**src/rtl/aes_axis_block_packer.sv**
```systemverilog
// -----------------------------------------------------------------------------
// aes_axis_block_packer
//
// Packs an AXI-Stream byte-oriented input into fixed-size cipher blocks.
// Beats are placed MSB-first: beat k of a block occupies
// bits [BLOCK_W-1-k*IN_W -: IN_W]. A message ending part-way through a block
// is padded with zeros (PAD_MODE=0) or PKCS#7 bytes (PAD_MODE=1). With PKCS#7,
// a message that ends exactly on a block boundary is followed by one extra
// block in which every byte equals BLOCK_W/8.
//
// Parameters
//   IN_W     input beat width in bits (multiple of 8, divides BLOCK_W)
//   BLOCK_W  output block width in bits
//   PAD_MODE 0 = zero padding, 1 = PKCS#7 padding
//
// Ports
//   clk_i          clock, all logic on its rising edge
//   rst_i          synchronous active-high reset
//   axis_tdata_i   input beat data
//   axis_tvalid_i  input beat valid
//   axis_tready_o  input beat accepted when high together with axis_tvalid_i
//   axis_tlast_i   input beat is the final beat of a message
//   blk_data_o     assembled block
//   blk_valid_o    blk_data_o holds a block
//   blk_ready_i    downstream accepts the block when high with blk_valid_o
//   blk_last_o     block is the final block of a message
//   blk_cnt_o      blocks handed off since reset (wraps)
// -----------------------------------------------------------------------------
module aes_axis_block_packer #(
  parameter int IN_W     = 8,
  parameter int BLOCK_W  = 128,
  parameter int PAD_MODE = 1
) (
  input  logic               clk_i,
  input  logic               rst_i,
  input  logic [IN_W-1:0]    axis_tdata_i,
  input  logic               axis_tvalid_i,
  output logic               axis_tready_o,
  input  logic               axis_tlast_i,
  output logic [BLOCK_W-1:0] blk_data_o,
  output logic               blk_valid_o,
  input  logic               blk_ready_i,
  output logic               blk_last_o,
  output logic [31:0]        blk_cnt_o
);

  localparam int N              = BLOCK_W / IN_W;
  localparam int CNT_W          = (N > 1) ? $clog2(N) : 1;
  localparam int BYTES_PER_BEAT = IN_W / 8;
  localparam int BLOCK_BYTES    = BLOCK_W / 8;

  localparam logic [CNT_W-1:0]   LAST_SLOT = CNT_W'(N - 1);
  // Stand-alone PKCS#7 block: every byte carries the block length in bytes.
  localparam logic [BLOCK_W-1:0] PAD_BLOCK = {BLOCK_BYTES{8'(BLOCK_BYTES)}};

  typedef enum logic [1:0] {
    ST_FILL,
    ST_HOLD,
    ST_PAD
  } state_t;

  state_t state_q, state_d;

  logic [CNT_W-1:0]   cnt_q;
  logic [BLOCK_W-1:0] buf_q, buf_d;
  logic               last_q;
  logic               pad_pend_q;
  logic [31:0]        blk_cnt_q;

  logic               beat_acc;
  logic               beat_done;
  logic               full_slot;
  logic               blk_hs;
  logic [7:0]         pad_byte;
  logic [IN_W-1:0]    pad_beat;

  assign full_slot = (cnt_q == LAST_SLOT);
  assign beat_acc  = axis_tready_o & axis_tvalid_i;
  assign beat_done = beat_acc & (full_slot | axis_tlast_i);
  assign blk_hs    = blk_valid_o & blk_ready_i;
  assign blk_cnt_o = blk_cnt_q;

  // Pad byte for a short final block: number of bytes left unfilled after
  // the current slot. Only meaningful when the current beat carries tlast.
  // NOTE: every signal assigned in always_comb gets a default first so that
  // no path leaves it unassigned, which would otherwise infer a latch.
  always_comb begin
    pad_byte = '0;
    if (PAD_MODE == 1) begin
      pad_byte = 8'((N - 1 - int'(cnt_q)) * BYTES_PER_BEAT);
    end
  end

  assign pad_beat = {BYTES_PER_BEAT{pad_byte}};

  // Write the accepted beat into its slot. On tlast, also overwrite every
  // later slot with padding so stale bytes of an earlier block never leak.
  // NOTE: combinational blocks use blocking '=' so later statements see the
  // updated value; registers below use non-blocking '<=' to avoid races.
  always_comb begin
    buf_d = buf_q;
    if (beat_acc) begin
      for (int j = 0; j < N; j++) begin
        if (j == int'(cnt_q)) begin
          buf_d[BLOCK_W-1-j*IN_W -: IN_W] = axis_tdata_i;
        end else if (axis_tlast_i && (j > int'(cnt_q))) begin
          buf_d[BLOCK_W-1-j*IN_W -: IN_W] = pad_beat;
        end
      end
    end
  end

  // ---------------------------------------------------------------------------
  // FSM: state register
  // ---------------------------------------------------------------------------
  always_ff @(posedge clk_i) begin
    if (rst_i) begin
      state_q <= ST_FILL;
    end else begin
      state_q <= state_d;
    end
  end

  // ---------------------------------------------------------------------------
  // FSM: next-state logic
  // ---------------------------------------------------------------------------
  always_comb begin
    state_d = state_q;
    unique case (state_q)
      ST_FILL: if (beat_done) state_d = ST_HOLD;
      ST_HOLD: if (blk_hs)    state_d = pad_pend_q ? ST_PAD : ST_FILL;
      ST_PAD:  if (blk_hs)    state_d = ST_FILL;
      default:                state_d = ST_FILL;
    endcase
  end

  // ---------------------------------------------------------------------------
  // FSM: outputs
  // ---------------------------------------------------------------------------
  always_comb begin
    axis_tready_o = 1'b0;
    blk_valid_o   = 1'b0;
    blk_last_o    = 1'b0;
    blk_data_o    = buf_q;
    unique case (state_q)
      // Gate with rst_i so no beat is taken during the reset cycle.
      ST_FILL: axis_tready_o = ~rst_i;
      ST_HOLD: begin
        blk_valid_o = 1'b1;
        blk_last_o  = last_q;
      end
      ST_PAD: begin
        blk_valid_o = 1'b1;
        blk_last_o  = 1'b1;
        blk_data_o  = PAD_BLOCK;
      end
      default: ;
    endcase
  end

  // ---------------------------------------------------------------------------
  // Datapath: slot counter, block buffer, per-block flags, handoff counter
  // ---------------------------------------------------------------------------
  // NOTE: the block buffer is reset on purpose: blk_data_o must read zero
  // after reset. Storage that is never observed before being written would
  // normally be left without reset.
  always_ff @(posedge clk_i) begin
    if (rst_i) begin
      cnt_q      <= '0;
      buf_q      <= '0;
      last_q     <= 1'b0;
      pad_pend_q <= 1'b0;
      blk_cnt_q  <= '0;
    end else begin
      buf_q <= buf_d;

      if (beat_acc) begin
        if (beat_done) begin
          // A full final block under PKCS#7 is not the last one: the
          // stand-alone pad block follows it.
          last_q     <= axis_tlast_i & ~(full_slot & (PAD_MODE == 1));
          pad_pend_q <= axis_tlast_i & full_slot & (PAD_MODE == 1);
        end else begin
          cnt_q <= cnt_q + 1'b1;
        end
      end

      if (blk_hs) begin
        blk_cnt_q <= blk_cnt_q + 32'd1;
        if (state_q == ST_HOLD) cnt_q      <= '0;
        if (state_q == ST_PAD)  pad_pend_q <= 1'b0;
      end
    end
  end

endmodule
```
**config.mk**
```make
export PLATFORM = sky130hd
export DESIGN_NAME = aes_axis_block_packer
export DESIGN_NICKNAME = d
export VERILOG_FILES = /design/src/rtl/aes_axis_block_packer.sv
export SDC_FILE = /design/constraint.sdc
export NUM_CORES = 1
export LEC_CHECK = 0
export ABC_AREA = 1
export CAP_MARGIN = 20
export CORE_ASPECT_RATIO = 0.7
export CORE_MARGIN = 2
export CORE_UTILIZATION = 55
export DETAILED_ROUTE_END_ITERATION = 12
export MAX_ROUTING_LAYER = met4
export PLACE_DENSITY = 0.84
export SETUP_SLACK_MARGIN = 0.5
export SLEW_MARGIN = 20
export SYNTH_ARGS = -nofsm -noshare
export SYNTH_HDL_FRONTEND = slang
export SYNTH_SLANG_ARGS = --single-unit
```
**constraint.sdc**
```tcl
create_clock -name clk_i -period 3.5 [get_ports clk_i]
set_input_delay 0.7 -clock clk_i [delete_from_list [all_inputs] [get_ports clk_i]]
set_output_delay 0.7 -clock clk_i [all_outputs]
set_load 0.01 [all_outputs]
```
==> metrics.txt, run 1 <==
Peak VDD IR=between 0.3 and 0.4 mV; Crit path required time=about 2.8 ns; hold buffer count at cts=0; relative max-transition margin=33.3%; final hold viol count=0; hold endpoint=buf_q[44]$_SDFFE_PP0P_; total buffers and inverters traversed by the critical path=3; drt pass-1 iters=6; combinational cell fraction of total power=about 28%; startpoint of the lowest-slack hold path=buf_q[44]$_SDFFE_PP0P_; syn_area_per_cell=between 6 and 7 sq um; antenna fix cells=0; number of sinks handled by clock tree synthesis=about 170; post-route setup TNS=0 ns; clock slew at the register clock pins of the worst setup and hold paths=0.06 ns; initial detailed-routing violation count=844; remaining antenna violation count=0; area fraction in compound gates after synthesis=between 10% and 20%; net count of the mapped netlist=~1300; H-tree Lvls=4; Clk pwr share=between 30% and 40%; maximum clock insertion buffer count=2; worst-case reg-to-reg path depth=8; detail-routed net length per standard cell=about 15 microns; critical path endpoint category=output port; sum of overflow across all layers after global routing=0; share of flip-flops with an asynchronous set or reset after synthesis=0%; gate count of the mapped netlist=1288; Starting Density=between 50% and 60%; Internal=3.70 mW; DR DRC count=0; number of max-cap violations=0; TritonCTS clock tree=built; share of the clock period used by the worst path=between 80% and 90%; Switching Share=33.2%; part of the total power dissipated in sequential elements=37.9%; clock network latency to the later pin of the worst-skew pair=0.44 ns; EDFF count, synth=0; I/O pins=between 150 and 200; yosys synthesis warning count=0; total global routing track utilization=31.8%; site row count=37; final non-filler cell total=1642; post-synthesis adder-cell area fraction=roughly 1.4%; category of cells accounting for the largest share of critical-path delay=buffers and inverters; last weighted congestion value of the routability-driven placer=a little under 1; power spent charging and discharging nets=roughly 1.8 mW; Die H=approximately 110 microns; total via count after detailed routing=around 8700; leak pwr=between 4 and 5 nW; placed insts=1610; synthesized flop and latch total=around 170; largest net degree at the start of global routing=about 80; result of the run=finished clean; worst-margin pin slew=approximately 1.0 ns; Netlist Area Pre-Place=8320 sq um; dominant register cell in the synthesized netlist=dfxtp_1; maximum fanout encountered on the critical timing path=66; share of the core filled with cells in the final layout=approximately 73%; post-DP HPWL=17.0 mm; count of input and output buffers=roughly 180; sequence of cells on the critical path=inv_1 -> ha_4 -> buf_6 -> or2_2 -> clkdlybuf4s50_1; min setup slack post-route=roughly 0.63 ns; first-pass GRT wire length=between 30 and 40 mm; portion of the post-synthesis area used by sequential elements=40.4%; dominant combinational cell family by area after synthesis=simple AND/OR/NAND/NOR gates; via count of the first global-routing pass=approximately 7900; root buffer cell=clkbuf_16; Chip Width=approximately 150 microns; Final Skew=approximately 0.011 ns; arrival time at the worst endpoint=2.17 ns; share of cells above drive strength 1=a little over 6%; standard cell area after detailed placement=10200 sq um; setup repair after global routing missed its margin=false; max frequency=~0.35 GHz; setup violators final=0; capture instance of the worst register-to-register path=buf_q[89]$_SDFFE_PP0P_; Worst Setup Slack post-DPL=0.492 ns; CP peak stage delay=between 0.5 and 0.6 ns; average vias per placed instance=5.28; multiplexer share of the synthesized area=0%; final critical delay including setup and external delays=about 2.9 ns; critical register-to-register path startpoint=cnt_q[0]$_SDFF_PP0_; startpoint types=flip-flop; post-route cell area=approximately 11000 sq um; die area=around 16000 sq um; Core Footprint=~15000 sq um; number of unique standard cell types used by synthesis=37; ratio of total power to cell area=approximately 510 nW/um^2; Total Wirelength=around 25 mm; Min-Delay Path Depth=2; category of the most critical setup path=flip-flop to output port; Pins Over Slew Limit=0; number of buffers added by the clock tree synthesis step=17; Critical Path Slowest Stage Cell=clkdlybuf4s50_1; xor/xnor share of the synthesized area=less than 1%; simple-gate share of the synthesized area=around 30%; nets@finish=1456; worst min path class=flip-flop to flip-flop; antenna violations before repair=0; worst reg-to-reg setup slack=about 0.7 ns; Area Overhead vs Synth=29.2%
power by group through the flow:
| stage | sequential, mW | clock [mW] | combinational, mW |
|---|---|---|---|
| floorplan | 2.12 | 0 | 0.891 |
| global placement | 2.13 | 0 | 1.49 |
| detailed placement | 2.14 | 0 | 1.51 |
| CTS | 2.10 | 1.90 | 1.53 |
| global route | 2.11 | 1.97 | 1.69 |
| finish | 2.10 | 1.89 | 1.54 |
kinds of logic (layout without fill, tap and decap cells):
| kind of cell | count (synthesis) | count (layout) |
|---|---|---|
| XOR/XNOR | 5 | 5 |
| AO/OA/AOI/OAI | 269 | 269 |
| adder cells (fa/ha/maj) | 9 | 9 |
| flip-flops | 168 | 168 |
| AND/OR/NAND/NOR | 592 | 592 |
| buffers and inverters | 245 | 404 |
sequential cells by signal, summed over array words and instances, names as in the netlist:
register	flops
state_q	2
buf_q	128
blk_cnt_o	32
last_q	1
pad_pend_q	1
cnt_q	4
synth_stat cells, drive strengths merged (2+ instances only):
library cell / count / area share, %
o31ai: 2 / 0.18
buf: 15 / 1.0
ha: 9 / 1.4
inv: 187 / 8.5
nor3: 8 / 0.48
a211oi: 8 / 0.72
nor3b: 2 / 0.18
o21a: 3 / 0.27
nand3: 31 / 1.9
nand2: 267 / 12
a21oi: 133 / 8.3
or2: 16 / 1.2
nor2: 251 / 12
o21ai: 113 / 6.8
dfxtp: 168 / 40
nand4: 16 / 1.2
a31oi: 7 / 0.53
xor2: 4 / 0.42
clkbuf: 43 / 2.0
per-layer routing:
metal / track usage [%] / routed length, microns
met2: 43.4 / 10000
met1: 46.6 / 11600
met3: 5.91 / 2540
met5: - / 0
met4: 11.4 / 522
final cells by class:
class | instances | area (sq um)
Timing Repair Buffer | 185 | 1830
Inverter | 187 | 708
Sequential cell | 168 | 3360
Clock inverter | 14 | 151
Tap cell | 195 | 244
Multi-Input combinational cell | 875 | 4020
Fill cell | 1220 | 4010
Clock buffer | 18 | 439
worst reg2reg max path: cells and delay by family, from the launching register on:
family                   cells  cell delay (ns)
flip-flops                   1             0.31
AND/OR/NAND/NOR              2             0.33
adder cells (fa/ha/maj)      1             0.49
AO/OA/AOI/OAI                3             1.01
buffers and inverters        2             0.58
placed cells by master (no fill, tap or decap), drive strengths merged, types with 2 or more instances in the layout:
master / instances
ha: 9
inv: 196
clkdlybuf4s50: 174
or2: 16
clkinv: 2
nand3: 31
nor3: 8
nor2: 251
nor3b: 2
a211oi: 8
a21oi: 133
dfxtp: 168
a31oi: 7
nand4: 16
buf: 11
nand2: 267
o31ai: 2
clkinvlp: 2
o21a: 3
xor2: 4
clkbuf: 18
o21ai: 113
per-stage QoR:
| stage | hold WS [ns] | total power [mW] |
|---|---|---|
| 4_1_cts | 0.461 | 5.53 |
| 6_report | 0.461 | 5.54 |
| 3_5_place_dp | 0.450 | 3.65 |
| 5_1_grt | 0.481 | 5.77 |
| 3_3_place_gp | 0.442 | 3.62 |
| 2_1_floorplan | 0.430 | 3.01 |
worst max-delay path by stage:
stage                                       start  depth (start not counted)  slack [ns]                 endpoint
after floorplan               cnt_q[0]$_SDFF_PP0_                         11        1.35  buf_q[107]$_SDFFE_PP0P_
after global placement              axis_tvalid_i                          8        0.59  state_q[0]$_SDFFE_PP0P_
after detailed placement            axis_tvalid_i                          8        0.49  state_q[0]$_SDFFE_PP0P_
after CTS                 state_q[0]$_SDFFE_PP0P_                          5        0.51           blk_data_o[12]
after global routing      state_q[0]$_SDFFE_PP0P_                          5        0.52          blk_data_o[100]
final                     state_q[0]$_SDFFE_PP0P_                          5        0.63          blk_data_o[108]
what timing repair did:
item,in CTS,in global routing
resized for setup,1,2
setup endpoints to repair,7,17
setup buffers,0,0
No activity file was read; power rests on OpenSTA's default activity.
==> run 2: changes to the inputs <==
CORE_UTILIZATION = 52   (was 55)
PLACE_DENSITY = 0.8   (was 0.84)
clock period = 2.7 ns   (was 3.5 ns; I/O delays follow)
==> run 2 against run 1 <==
  * Cell count is 1.8% higher
  * Die area up 5.6%
  * Sequential share of layout area fell by 0.42 points
  * Global-route usage down 0.22 points
  * Critical path type unchanged
==> metrics.txt, run 2 (synthesized netlist as in run 1, its figures left out) <==
result of the run=finished clean; Storage cell area=3370 sq um (+0.11%); worst-case reg-to-reg path depth=9 (+1); total via count after detailed routing=8962 (+3.3%); startpoint types=flip-flop; largest net degree at the start of global routing=59 (-25%); setup repair after global routing missed its margin=true; startpoint of the lowest-slack hold path=buf_q[80]$_SDFFE_PP0P_; Total Wirelength=26.8 mm (+8.8%); number of buffers added by the clock tree synthesis step=17 (unchanged); total global routing track utilization=31.5% (-0.22 points); leak pwr=4.91 nW (+15%); critical path endpoint category=output port; maximum fanout encountered on the critical timing path=9 (-86%); last weighted congestion value of the routability-driven placer=0.924 (-4.9%); area of the multi-input gates=4110 sq um (+2.1%); clock slew at the register clock pins of the worst setup and hold paths=0.06 ns (about the same); Pins Over Slew Limit=0 (unchanged); Die H=110 microns (+2.7%); ratio of total power to cell area=694 nW/um^2 (+35%); detail-routed net length per standard cell=16.0 microns (+6.9%); Area Overhead vs Synth=31.1%; I/O pins=176 (unchanged); Max Used Layer=met4; most common cell after layout, fill and taps aside=nand2_1; Core Footprint=15600 sq um (+5.6%); capture instance of the worst register-to-register path=blk_cnt_o[27]$_SDFFE_PP0P_; placed insts=1626 (+0.99%); first-pass GRT wire length=41.2 mm (+4.1%); final critical delay including setup and external delays=~2.4 ns; setup violators final=0 (unchanged); clock network latency to the later pin of the worst-skew pair=0.43 ns (about the same); worst-case hold slack=0.454 ns (-0.00663 ns); root buffer cell=clkbuf_16; share of cells above drive strength 1=12.3% (+6.1 points); sum of overflow across all layers after global routing=0 (unchanged); arrival time at the worst endpoint=1.83 ns (-0.34 ns); fill cell instance count of the final layout=1360 (+11%); max reg flops=128 (unchanged); site row count=38 (+2.7%); final hold viol count=0 (unchanged); routed length on met1=12.5 mm (+8.4%); Chip Width=155 microns (+2.8%); hold buffer count at cts=0 (unchanged); met3 WL=2.60 mm (+2.3%); critical register-to-register path startpoint=state_q[1]$_SDFFE_PP0P_; Peak VDD IR=0.497 mV (+38%); average vias per placed instance=5.36 (+1.4%); worst min path class=flip-flop to flip-flop; antenna fix cells=0 (unchanged); nets@finish=1484 (+1.9%); drt pass-1 iters=6 (unchanged); largest reg by FF count=buf_q; post-route cell area=10900 sq um (+1.5%); die area=17100 sq um (+5.6%); post-DP HPWL=17.2 mm (+1.2%); number of max-cap violations=0 (unchanged); initial detailed-routing violation count=912 (+8.1%); Worst Setup Slack post-DPL=0.329 ns (-0.163 ns); share of the clock period used by the worst path=about 90%; remaining antenna violation count=0 (unchanged); Crit path required time=2.16 ns (-0.64 ns); final non-filler cell total=1672 (+1.8%); post-route setup TNS=0 ns (unchanged); highest-count cells in the layout ignoring fill and taps=260 x nand2_1, 229 x nor2_1, 180 x inv_1; number of sinks handled by clock tree synthesis=168 (unchanged); max frequency=approximately 0.42 GHz; hold endpoint=buf_q[80]$_SDFFE_PP0P_; maximum clock insertion buffer count=2 (unchanged); H-tree Lvls=4 (unchanged); worst-margin pin slew=0.648 ns (-0.349 ns); Starting Density=53.4% (-3.0 points); Detail Route met2 WL=11.1 mm (+11%); min setup slack post-route=0.330 ns (-0.301 ns); via count of the first global-routing pass=7961 (+0.91%); relative max-transition margin=56.8% (+23 points); TritonCTS clock tree=built; count of input and output buffers=175 (unchanged); Final Skew=0.00945 ns (-0.00147 ns); DR DRC count=0 (unchanged); antenna violations before repair=0 (unchanged); standard cell area after detailed placement=10300 sq um (+1.0%); share of the core filled with cells in the final layout=70.0% (-2.8 points); Min-Delay Path Depth=2 (unchanged); worst reg-to-reg setup slack=0.63 ns (-0.08 ns); overall power of the completed layout=7.57 mW (+37%); category of the most critical setup path=flip-flop to output port
[run 2: timing repair]
item,in CTS,in global routing
cloned,6,2
buffers inserted,8,1
pin swaps,11,0
resized for setup,248,52
endpoints found under the setup margin,131,164
[run 2: worst max-delay path by stage]
stage	startpoint	end	slack (ns)
3_3_place_gp	axis_tvalid_i	state_q[0]$_SDFFE_PP0P_	0.41
5_1_grt	state_q[0]$_SDFFE_PP0P_	blk_data_o[115]	0.25
3_5_place_dp	blk_ready_i	blk_cnt_o[22]$_SDFFE_PP0P_	0.33
4_1_cts	state_q[0]$_SDFFE_PP0P_	blk_data_o[36]	0.31
2_1_floorplan	cnt_q[0]$_SDFF_PP0_	buf_q[107]$_SDFFE_PP0P_	0.55
6_report	state_q[0]$_SDFFE_PP0P_	blk_data_o[88]	0.33
[run 2: metal layers]
layer  GRT usage (%)  vias up
li1                -     4376
met1            44.8     4053
met2            44.9      479
met3            6.90       54
met4            9.50        0
met5               -        -
[run 2: final cells by class]
| class | count | share of cell area [%] |
|---|---|---|
| Multi-Input combinational cell | 875 | 37.6 |
| Clock inverter | 7 | 0.883 |
| Tap cell | 200 | 2.29 |
| Inverter | 187 | 6.48 |
| Sequential cell | 168 | 30.8 |
| Clock buffer | 22 | 4.25 |
| Timing Repair Buffer | 213 | 17.6 |
[run 2: critical path, stage by stage, from the launching register on]
cell,delay [ns]
dfxtp_2,0.36
inv_4,0.05
ha_4,0.23
buf_6,0.16
buf_12,0.13
buf_16,0.13
buf_4,0.13
nor2_1,0.07
buf_2,0.13
[run 2: power breakdown]
| part | total (mW) | internal [mW] | switching [mW] |
|---|---|---|---|
| registers | 2.73 | 2.64 | 0.0885 |
| clock network | 2.40 | 1.40 | 0.998 |
| logic | 2.45 | 1.06 | 1.39 |
| total | 7.57 | 5.10 | 2.48 |
==> run 3: changes to the inputs <==
ABC_CLOCK_PERIOD_IN_PS = 2700   (was not set)
==> results of run 3 <==
No change in the layout: final DEF, timing and power equal those of run 2.
